File: config.mk
export PLATFORM = sky130hd
export DESIGN_NAME = lz_normalizer_flat
export DESIGN_NICKNAME = d
export VERILOG_FILES = /design/src/rtl/lz_normalizer_pkg.sv /design/src/rtl/lz_normalizer_if.sv /design/src/rtl/lz_normalizer_norm_step.sv /design/src/rtl/lz_normalizer.sv /design/src/flat_wrapper.sv
export SDC_FILE = /design/constraint.sdc
export NUM_CORES = 1
export LEC_CHECK = 0
export CAP_MARGIN = 20
export CORE_MARGIN = 10
export CORE_UTILIZATION = 55
export CTS_BUF_LIST = sky130_fd_sc_hd__clkbuf_4 sky130_fd_sc_hd__clkbuf_8
export DETAILED_ROUTE_END_ITERATION = 7
export PLACE_DENSITY = 0.78
export SETUP_SLACK_MARGIN = 0.5
export SYNTH_ARGS = -nofsm -noshare
export SYNTH_HDL_FRONTEND = slang
export SYNTH_SLANG_ARGS = --single-unit
File: constraint.sdc
create_clock -name clk -period 8.8 [get_ports clk]
set_clock_uncertainty 0.15 [all_clocks]
set_input_delay 1.76 -clock clk [delete_from_list [all_inputs] [get_ports clk]]
set_output_delay 1.76 -clock clk [all_outputs]
set_load 0.005 [all_outputs]
File: src/rtl/lz_normalizer_pkg.sv
// Shared types and defaults for the leading-zero normalizer.
package lz_normalizer_pkg;

  // Default operand width.
  localparam int LZN_WIDTH = 32;

  // Controller states.
  typedef enum logic [1:0] {
    ST_IDLE  = 2'd0,
    ST_SHIFT = 2'd1,
    ST_DONE  = 2'd2
  } state_e;

endpackage

File: src/rtl/lz_normalizer_if.sv
// Operand/result handshake bundle for the leading-zero normalizer.
interface lz_normalizer_if
  import lz_normalizer_pkg::*;
#(
  parameter int WIDTH = LZN_WIDTH
);
  localparam int CW = $clog2(WIDTH) + 1;

  logic             in_valid;
  logic             in_ready;
  logic [WIDTH-1:0] in_data;
  logic             out_valid;
  logic             out_ready;
  logic [WIDTH-1:0] out_data;
  logic [CW-1:0]    out_shift;
  logic             out_zero;

  // Producer/consumer side (drives operands, accepts results).
  modport master (
    output in_valid, in_data, out_ready,
    input  in_ready, out_valid, out_data, out_shift, out_zero
  );

  // Normalizer side.
  modport slave (
    input  in_valid, in_data, out_ready,
    output in_ready, out_valid, out_data, out_shift, out_zero
  );
endinterface

File: src/rtl/lz_normalizer_norm_step.sv
// One binary-search step: shift left by i_amt when the top i_amt bits are zero.
module norm_step #(
  parameter int WIDTH = 32,
  parameter int CW    = $clog2(WIDTH) + 1
) (
  input  logic [WIDTH-1:0] i_data,
  input  logic [CW-1:0]    i_amt,
  output logic [WIDTH-1:0] o_data,
  output logic             o_took
);
  logic [WIDTH-1:0] w_mask;

  // Mask covering the top i_amt bits of the operand.
  assign w_mask = ~({WIDTH{1'b1}} >> i_amt);
  assign o_took = ((i_data & w_mask) == '0);
  assign o_data = o_took ? (i_data << i_amt) : i_data;
endmodule

File: src/rtl/lz_normalizer.sv
// Iterative leading-zero normalizer: log2(WIDTH) binary-search shift steps
// over a single working register, one step per cycle.
module lz_normalizer
  import lz_normalizer_pkg::*;
#(
  parameter int WIDTH = LZN_WIDTH
) (
  input  logic            clk,
  input  logic            rst_n,
  lz_normalizer_if.slave  bus
);
  localparam int CW = $clog2(WIDTH) + 1;
  localparam int LG = $clog2(WIDTH);

  state_e           r_state;
  logic [WIDTH-1:0] r_work;
  logic [CW-1:0]    r_cnt;
  logic [CW-1:0]    r_step;

  logic [CW-1:0]    w_amt;
  logic [WIDTH-1:0] w_sh;
  logic             w_took;
  logic [CW-1:0]    w_cnt_nxt;
  logic             w_last;

  // Step size 2^k selected by the step index; largest step first.
  assign w_amt     = CW'(1) << r_step;
  assign w_last    = (r_step == '0);
  assign w_cnt_nxt = r_cnt + (w_took ? w_amt : '0);

  norm_step #(.WIDTH(WIDTH), .CW(CW)) u_step (
    .i_data (r_work),
    .i_amt  (w_amt),
    .o_data (w_sh),
    .o_took (w_took)
  );

  // Controller and datapath registers.
  always_ff @(posedge clk or negedge rst_n) begin
    if (!rst_n) begin
      r_state <= ST_IDLE;
      r_work  <= '0;
      r_cnt   <= '0;
      r_step  <= '0;
    end else begin
      case (r_state)
        ST_IDLE: begin
          if (bus.in_valid) begin
            r_work  <= bus.in_data;
            r_cnt   <= '0;
            r_step  <= CW'(LG - 1);
            r_state <= ST_SHIFT;
          end
        end
        ST_SHIFT: begin
          r_work <= w_sh;
          if (w_last) begin
            // Shifting never drops a one, so an all-zero result means a zero
            // operand; report the full width instead of the WIDTH-1 sum.
            r_cnt   <= (w_sh == '0) ? CW'(WIDTH) : w_cnt_nxt;
            r_state <= ST_DONE;
          end else begin
            r_cnt  <= w_cnt_nxt;
            r_step <= r_step - CW'(1);
          end
        end
        ST_DONE: begin
          if (bus.out_ready) r_state <= ST_IDLE;
        end
        default: r_state <= ST_IDLE;
      endcase
    end
  end

  assign bus.in_ready  = (r_state == ST_IDLE);
  assign bus.out_valid = (r_state == ST_DONE);
  assign bus.out_data  = r_work;
  assign bus.out_shift = r_cnt;
  // Count reaches WIDTH only through the zero fix-up.
  assign bus.out_zero  = (r_cnt == CW'(WIDTH));
endmodule
File: src/flat_wrapper.sv
// flat-port wrapper written by rule: the top's interface ports become plain ports
module lz_normalizer_flat import lz_normalizer_pkg::*;
#(
  parameter int WIDTH = LZN_WIDTH
)
  (clk, rst_n, bus_in_valid, bus_in_data, bus_out_ready, bus_in_ready, bus_out_valid, bus_out_data, bus_out_shift, bus_out_zero);
  lz_normalizer_if #(.WIDTH(WIDTH)) bus_i ();
  input  logic clk;
  input  logic rst_n;
  input wire logic [$bits(bus_i.in_valid)-1:0] bus_in_valid;
  input wire logic [$bits(bus_i.in_data)-1:0] bus_in_data;
  input wire logic [$bits(bus_i.out_ready)-1:0] bus_out_ready;
  output wire logic [$bits(bus_i.in_ready)-1:0] bus_in_ready;
  output wire logic [$bits(bus_i.out_valid)-1:0] bus_out_valid;
  output wire logic [$bits(bus_i.out_data)-1:0] bus_out_data;
  output wire logic [$bits(bus_i.out_shift)-1:0] bus_out_shift;
  output wire logic [$bits(bus_i.out_zero)-1:0] bus_out_zero;
  assign bus_i.in_valid = bus_in_valid;
  assign bus_i.in_data = bus_in_data;
  assign bus_i.out_ready = bus_out_ready;
  assign bus_in_ready = bus_i.in_ready;
  assign bus_out_valid = bus_i.out_valid;
  assign bus_out_data = bus_i.out_data;
  assign bus_out_shift = bus_i.out_shift;
  assign bus_out_zero = bus_i.out_zero;
  lz_normalizer #(.WIDTH(WIDTH)) u_core (.clk(clk), .rst_n(rst_n), .bus(bus_i));
endmodule
# After elaboration in Yosys (flattened, before gate mapping)
# Index checks and enable logic that the tools add are counted.
[word_totals]
ff_bits = 46
latchBits = 0
ram_bits = 0
rom_bits = 0
output_inout_bits = 41
elab_cells = 41
mem_count = 0
[op_classes]
n_addsub = 2
multipliers = 0
div_mod_pow = 0
order_cmp = 0
eq_ne = 7
shift = 3
muxes = 15
bitwise = 2
reduce_logical = 8
[op_table]
columns = ["operator", "n"]
rows = [
  ["32-bit logical NOT", 2],
  ["32-bit 2-to-1 mux", 2],
  ["32-bit case mux with 2 select lines", 1],
  ["6-bit 2-to-1 mux", 6],
  ["32-bit AND", 1],
  ["32-bit inverter", 1],
  ["32-bit by 6-bit left shift with 32-bit output", 1],
  ["32-bit by 6-bit right shift with 32-bit output (first input constant)", 1],
  ["6-bit case mux with 2 select lines", 2],
  ["6-bit adder", 1],
  ["6-bit equality test (second input constant)", 1],
  ["6-bit logical NOT", 1],
  ["2-bit 2-to-1 mux", 3],
  ["2-bit != test (second input constant)", 3],
  ["2-bit case mux with 3 select lines", 1],
  ["3-bit AND reduction", 2],
  ["1-bit by 6-bit left shift with 6-bit output (first input constant)", 1],
  ["6-bit by 1-bit subtractor with 6-bit output (second input constant)", 1],
  ["2-bit by 1-bit equality test with 1-bit output (second input constant)", 1],
  ["2-bit equality test (second input constant)", 1],
  ["2-bit logical NOT", 1],
  ["2-bit by 1-bit != test with 1-bit output (second input constant)", 1],
  ["2-bit AND reduction", 1],
  ["2-bit nonzero test", 1],
]

# Longest topological paths before layout
[logic_depth]
ltp_word = 10
mapped_depth = 19
mapped_depth_nobuf = 15

# Hierarchy
# A second synthesis with hierarchy kept.
[hier_totals]
hier_cells = 646
hier_area_um2 = 5467.7
[modules_own_cells]
columns = ["module", "instances", "cells_per_inst", "area_per_inst_um2", "seq_area_each_um2"]
rows = [
  ["norm_step", 1, 356, 2855.2, 0.0],
  ["lz_normalizer", 1, 290, 2612.5, 1151.1],
]

# Least setup slack after synthesis
# No wires, ideal clock.
[synth_path]
kind = "register -> register"
start = "register u_core.r_work[19], in the netlist u_core.bus.out_data[19]"
end = "register u_core.r_cnt[5], in the netlist u_core.bus.out_shift[5]"
t_arrival_ps = 3625
path_slack_ps = 4899
stages_incl_launch_ff = 19
n_path_buf = 3
period_less_slack_ps = 3901
cell_sequence = "dfrtp_1 -> buf_2 -> nor4_1 -> nand3_1 -> a221oi_2 -> and2_1 -> buf_4 -> clkbuf_1 -> nand2_1 -> nor2_1 -> ha_1 -> a21o_1 -> a21oi_1 -> o21bai_1 -> a21oi_1 -> xor2_1 -> o21ai_0 -> a22oi_1 -> o21ai_1"
[synth_via]
elab_chain_cells = 7
[synth_lines]
columns = ["item", "line", "text"]
rows = [
  ["start: declaration", "lz_normalizer.sv:16", "logic [WIDTH-1:0] r_work;"],
  ["start signal: assignment", "lz_normalizer.sv:49", "r_work <= bus.in_data;"],
  ["start signal: assignment", "lz_normalizer.sv:56", "r_work <= w_sh;"],
  ["32-bit AND", "lz_normalizer_norm_step.sv:15", "assign o_took = ((i_data & w_mask) == '0);"],
  ["32-bit logical NOT", "lz_normalizer_norm_step.sv:15", ""],
  ["6-bit 2-to-1 mux or 32-bit 2-to-1 mux (tied branches)", "lz_normalizer.sv:29, lz_normalizer_norm_step.sv:16", ""],
  ["6-bit adder or 32-bit logical NOT (tied branches)", "lz_normalizer.sv:29, lz_normalizer.sv:60", ""],
  ["6-bit 2-to-1 mux", "lz_normalizer.sv:60", "r_cnt <= (w_sh == '0) ? CW'(WIDTH) : w_cnt_nxt;"],
  ["6-bit 2-to-1 mux *", "lz_normalizer.sv:57", "if (w_last) begin"],
  ["6-bit case mux with 2 select lines *", "lz_normalizer.sv:46", "case (r_state)"],
  ["end signal: assignment", "lz_normalizer.sv:60", ""],
  ["end signal: assignment", "lz_normalizer.sv:63", "r_cnt <= w_cnt_nxt;"],
  ["end: declaration", "lz_normalizer.sv:17", "logic [CW-1:0] r_cnt;"],
]
# Every way passes the cells marked *; elsewhere a longest branch is shown, timed or not.
# A chain may end at the register's enable or synchronous reset.

# Worst setup path in the final report
[layout_path]
start = "register u_core.r_step[1]"
end = "register u_core.r_cnt[5], in the netlist u_core.bus.out_shift[5]"
[layout_via]
elab_chain_cells = 10
[layout_lines]
columns = ["item", "line", "text"]
rows = [
  ["start: declaration", "lz_normalizer.sv:18", "logic [CW-1:0] r_step;"],
  ["start signal: assignment", "lz_normalizer.sv:51", "r_step <= CW'(LG - 1);"],
  ["start signal: assignment", "lz_normalizer.sv:64", "r_step <= r_step - CW'(1);"],
  ["1-bit by 6-bit left shift with 6-bit output", "lz_normalizer.sv:27", "assign w_amt = CW'(1) << r_step;"],
  ["32-bit by 6-bit right shift with 32-bit output", "lz_normalizer_norm_step.sv:14", "assign w_mask = ~({WIDTH{1'b1}} >> i_amt);"],
  ["32-bit inverter", "lz_normalizer_norm_step.sv:14", ""],
  ["32-bit AND", "lz_normalizer_norm_step.sv:15", ""],
  ["32-bit logical NOT", "lz_normalizer_norm_step.sv:15", ""],
  ["6-bit 2-to-1 mux or 32-bit 2-to-1 mux (tied branches)", "lz_normalizer.sv:29, lz_normalizer_norm_step.sv:16", ""],
  ["6-bit adder or 32-bit logical NOT (tied branches)", "lz_normalizer.sv:29, lz_normalizer.sv:60", ""],
  ["6-bit 2-to-1 mux", "lz_normalizer.sv:60", ""],
  ["6-bit 2-to-1 mux *", "lz_normalizer.sv:57", ""],
  ["6-bit case mux with 2 select lines *", "lz_normalizer.sv:46", ""],
]
# Marked as above.

==> metrics.md <==
| Metric | Value |
|---|---|
| Placer Congestion | 1.02 |
| Multi-input logic area | 3090 um2 |
| Syn Inst Count | 571 |
| Crit path DAT | 4.86 ns |
| Sequential fraction of the synthesis area | 25.2% |
| CTS tree | yes |
| Drt drc | 0 |
| Post-Synth Simple-Gate Area | 24.0% |
| H-tree depth | 2 |
| Post-route ant nets | 0 |
| Worst-Margin Slew | 0.831 ns |
| Cell variety after synth | 71 |
| Worst setup endpoint | u_core.bus.out_shift[5]$_DFFE_PN0P_ |
| Post-synth EDFFs | 0 |
| Number of I/O pins | 77 |
| Final Hold Viols | 0 |
| Worst Path Required | 8.84 ns |
| Relative slew slack | 44.4% |
| Synth Register Bits | 46 |
| Routed vias | 5100 |
| Sink Count | 46 |
| Layout Nets | 650 |
| RR Startpoint | u_core.r_step[1]$_DFFE_PN0P_ |
| Skew-Pair Late Insertion Delay | 0.31 ns |
| Slew Limit Fails | 0 |
| Setup TNS | 0 ns |
| Postcts setup bufs | 0 |
| CP max-delay cell | a221oi_2 |
| First-pass GRT wire length | 28900 um |
| Synth Flop Type | dfrtp_1 |
| DR WL/cell | 26.1 um |
| Register-to-Register Path Depth | 17 |
| First-pass detailed-route iteration total | 6 |
| Unrepaired setup endpoints after global routing | false |
| Crit-path max cell delay | 0.71 ns |
| Xor/xnor share of the synthesized area | 1.15% |
| Max-Cap Viols | 0 |
| Chip Height | 111 um |
| # diodes | 0 |
| CP Launch Type | flip-flop |
| Storage cell area | 1150 um2 |
| CP endpoint kind | flip-flop |
| Post-Synth Adder-Cell Area | 2.08% |
| FILL cells | 708 |
| Initial Util | 56.1% |
| CP Class | reg2reg |
| CP Cell Sequence | buf_4, or4_1, nor2_2, a221oi_2, and2_1, buf_4, nand2_1, nor2_1, ha_1, a21o_1, a21oi_1, o21bai_1, a21oi_1, xor2_1, o21ai_0, a22oi_1, o21ai_1 |
| Core ar. | 8130 um2 |
| Final min period | 4.83 ns |
| Synthesized Nets | 614 |
| Max Fclk | 0.207 GHz |
| CTS root buffer | clkbuf_8 |
| Tcrit/Tclk final | 54.8% |
| Hold crit path type | reg2reg |
| P&R area growth vs syn | 17.9% |
| Hold-fix buffers at CTS | 0 |
| Drt first-iter violations | 823 |
| Worst r2r dst | u_core.bus.out_shift[5]$_DFFE_PN0P_ |
| Resize count post-CTS | 0 |
| Ys Warns | 0 |
| R2R Setup Slk | 3.97 ns |
| Syn_area_per_cell | 8.00 um2 |
| Die area | 12300 um2 |
| Status | finished, final reports clean |
| Initial antenna violation count | 0 |
| Final wirelength | 18600 um |
| Total grt overflow | 0 |
| Clock slew at reported path FFs | 0.09 ns |
| Synth async-reset ratio | 100% |
| Max FO, Critical Path | 49 |
| Mux share of post-synthesis cell area | 11.9% |
| Die width | 111 um |
| Site Rows | 33 |
| Clock Path Buffers | 2 |
| Largest net degree at the start of global routing | 63 |
| Routed vias/inst | 7.15 |
| Detail Placement HPWL | 13000 um |
| Vias in the first global route | 4823 |
| Crit. Startpoint | u_core.r_step[1]$_DFFE_PN0P_ |
| Final setup violation count | 0 |
| CTS Buf Count | 5 |
| Largest family of logic cells by synthesized area | compound AO/OA/AOI/OAI gates |
| Tot GR Track Use | 28.6% |
| Layout cells sized above 1 | 9.05% |
| Synth Cell Area | 4570 um2 |
| PortBufs | 76 |
| Compound-Gate Fraction of Synth Area | 28.4% |
## layout make-up
class / count / area share [%]
clock buffers: 8 / 2.05
inverters: 14 / 0.976
multi-input cells: 454 / 57.4
flip-flops and latches: 46 / 21.4
well taps: 105 / 2.44
repair buffers: 86 / 15.7
## worst max-delay path: cells and delay by family, from the launching register on
| kind | cells | cell delay, ns |
|---|---|---|
| adder cells (fa/ha/maj) | 1 | 0.28 |
| AO/OA/AOI/OAI | 8 | 1.79 |
| XOR/XNOR | 1 | 0.21 |
| flip-flops | 1 | 0.34 |
| buffers and inverters | 2 | 0.81 |
| AND/OR/NAND/NOR | 5 | 1.11 |
## synthesized netlist by cell type, types with 14 or more instances
cell type	number	area [um2]
o21ai_0	38	190
a21oi_1	52	260
nand2_1	62	233
o22ai_1	19	119
nor3b_1	18	135
nor2_1	49	184
mux2i_1	17	170
clkbuf_1	35	131
dfrtp_1	46	1150
o22a_1	16	140
nor3_1	16	80.1
mux4_2	14	315
## state kept, by name (all words and copies together) (netlist names)
register              flops
u_core.bus.out_data      32
u_core.bus.out_shift      6
u_core.r_step             6
u_core.r_state            2
## metal layers
layer  wire length (um)  vias to the layer above  track usage (%)
met4                544                        0             7.03
li1                   -                     2214                -
met2               8170                      404             42.9
met5                  0                        -                0
met1               7480                     2422             39.8
met3               2380                       60             7.31
## cell families after synthesis
| logic type | Yosys count |
|---|---|
| AOI/OAI and AO/OA | 192 |
| xor gates and xnor gates | 6 |
| adders and majority gates | 7 |
| buffers and inverters | 71 |
| DFF | 46 |
| muxes | 36 |
| and+or+nand+nor | 213 |
## how the worst min path moves through the flow
stage	cells after the start	end	slack [ns]	startpoint
final	1	u_core.bus.out_shift[0]$_DFFE_PN0P_	0.44	u_core.bus.out_shift[0]$_DFFE_PN0P_
after CTS	1	u_core.bus.out_shift[0]$_DFFE_PN0P_	0.43	u_core.bus.out_shift[0]$_DFFE_PN0P_
after global placement	1	u_core.bus.out_shift[0]$_DFFE_PN0P_	0.39	u_core.bus.out_shift[0]$_DFFE_PN0P_
after detailed placement	1	u_core.bus.out_shift[0]$_DFFE_PN0P_	0.40	u_core.bus.out_shift[0]$_DFFE_PN0P_
after global routing	1	u_core.bus.out_shift[0]$_DFFE_PN0P_	0.47	u_core.bus.out_shift[0]$_DFFE_PN0P_
after floorplan	1	u_core.bus.out_shift[3]$_DFFE_PN0P_	0.38	u_core.bus.out_shift[3]$_DFFE_PN0P_
## cell usage in the layout, fill, tap and decap left out, types with 4 or more instances in the layout
cell             instances
inv_1                   13
nor2_1                  48
and2_1                   4
and3b_1                  6
ha_1                     6
a211oi_1                 5
nor4_1                   7
a31oi_1                  9
o21ai_0                 38
o211ai_1                 4
clkdlybuf4s50_1         75
nand2_1                 62
clkbuf_8                 8
or4_1                    4
mux2_2                   5
nand2b_1                 7
mux2i_1                 17
o31ai_1                  7
nor3_1                  16
a21oi_1                 52
buf_4                    9
nor2b_1                  8
o22ai_1                 19
dfrtp_1                 44
nor3b_1                 18
nand3_1                 13
mux4_2                  14
o22a_1                  16
## metrics by stage
step	hold slack, ns	std cells	util, %	cell area (um2)	setup slack, ns
final	0.439	713	66.2	5380	3.97
after global routing	0.470	713	66.2	5380	3.78
after CTS	0.425	712	65.9	5360	4.11
after detailed placement	0.405	704	64.6	5250	4.11
after global placement	0.391	704	64.6	5250	4.29
after floorplan	0.379	571	-	4570	4.90
Power is left out: the tool's default activity adds up to more than one toggle a clock period on the data nets, which glitch-free logic cannot reach.
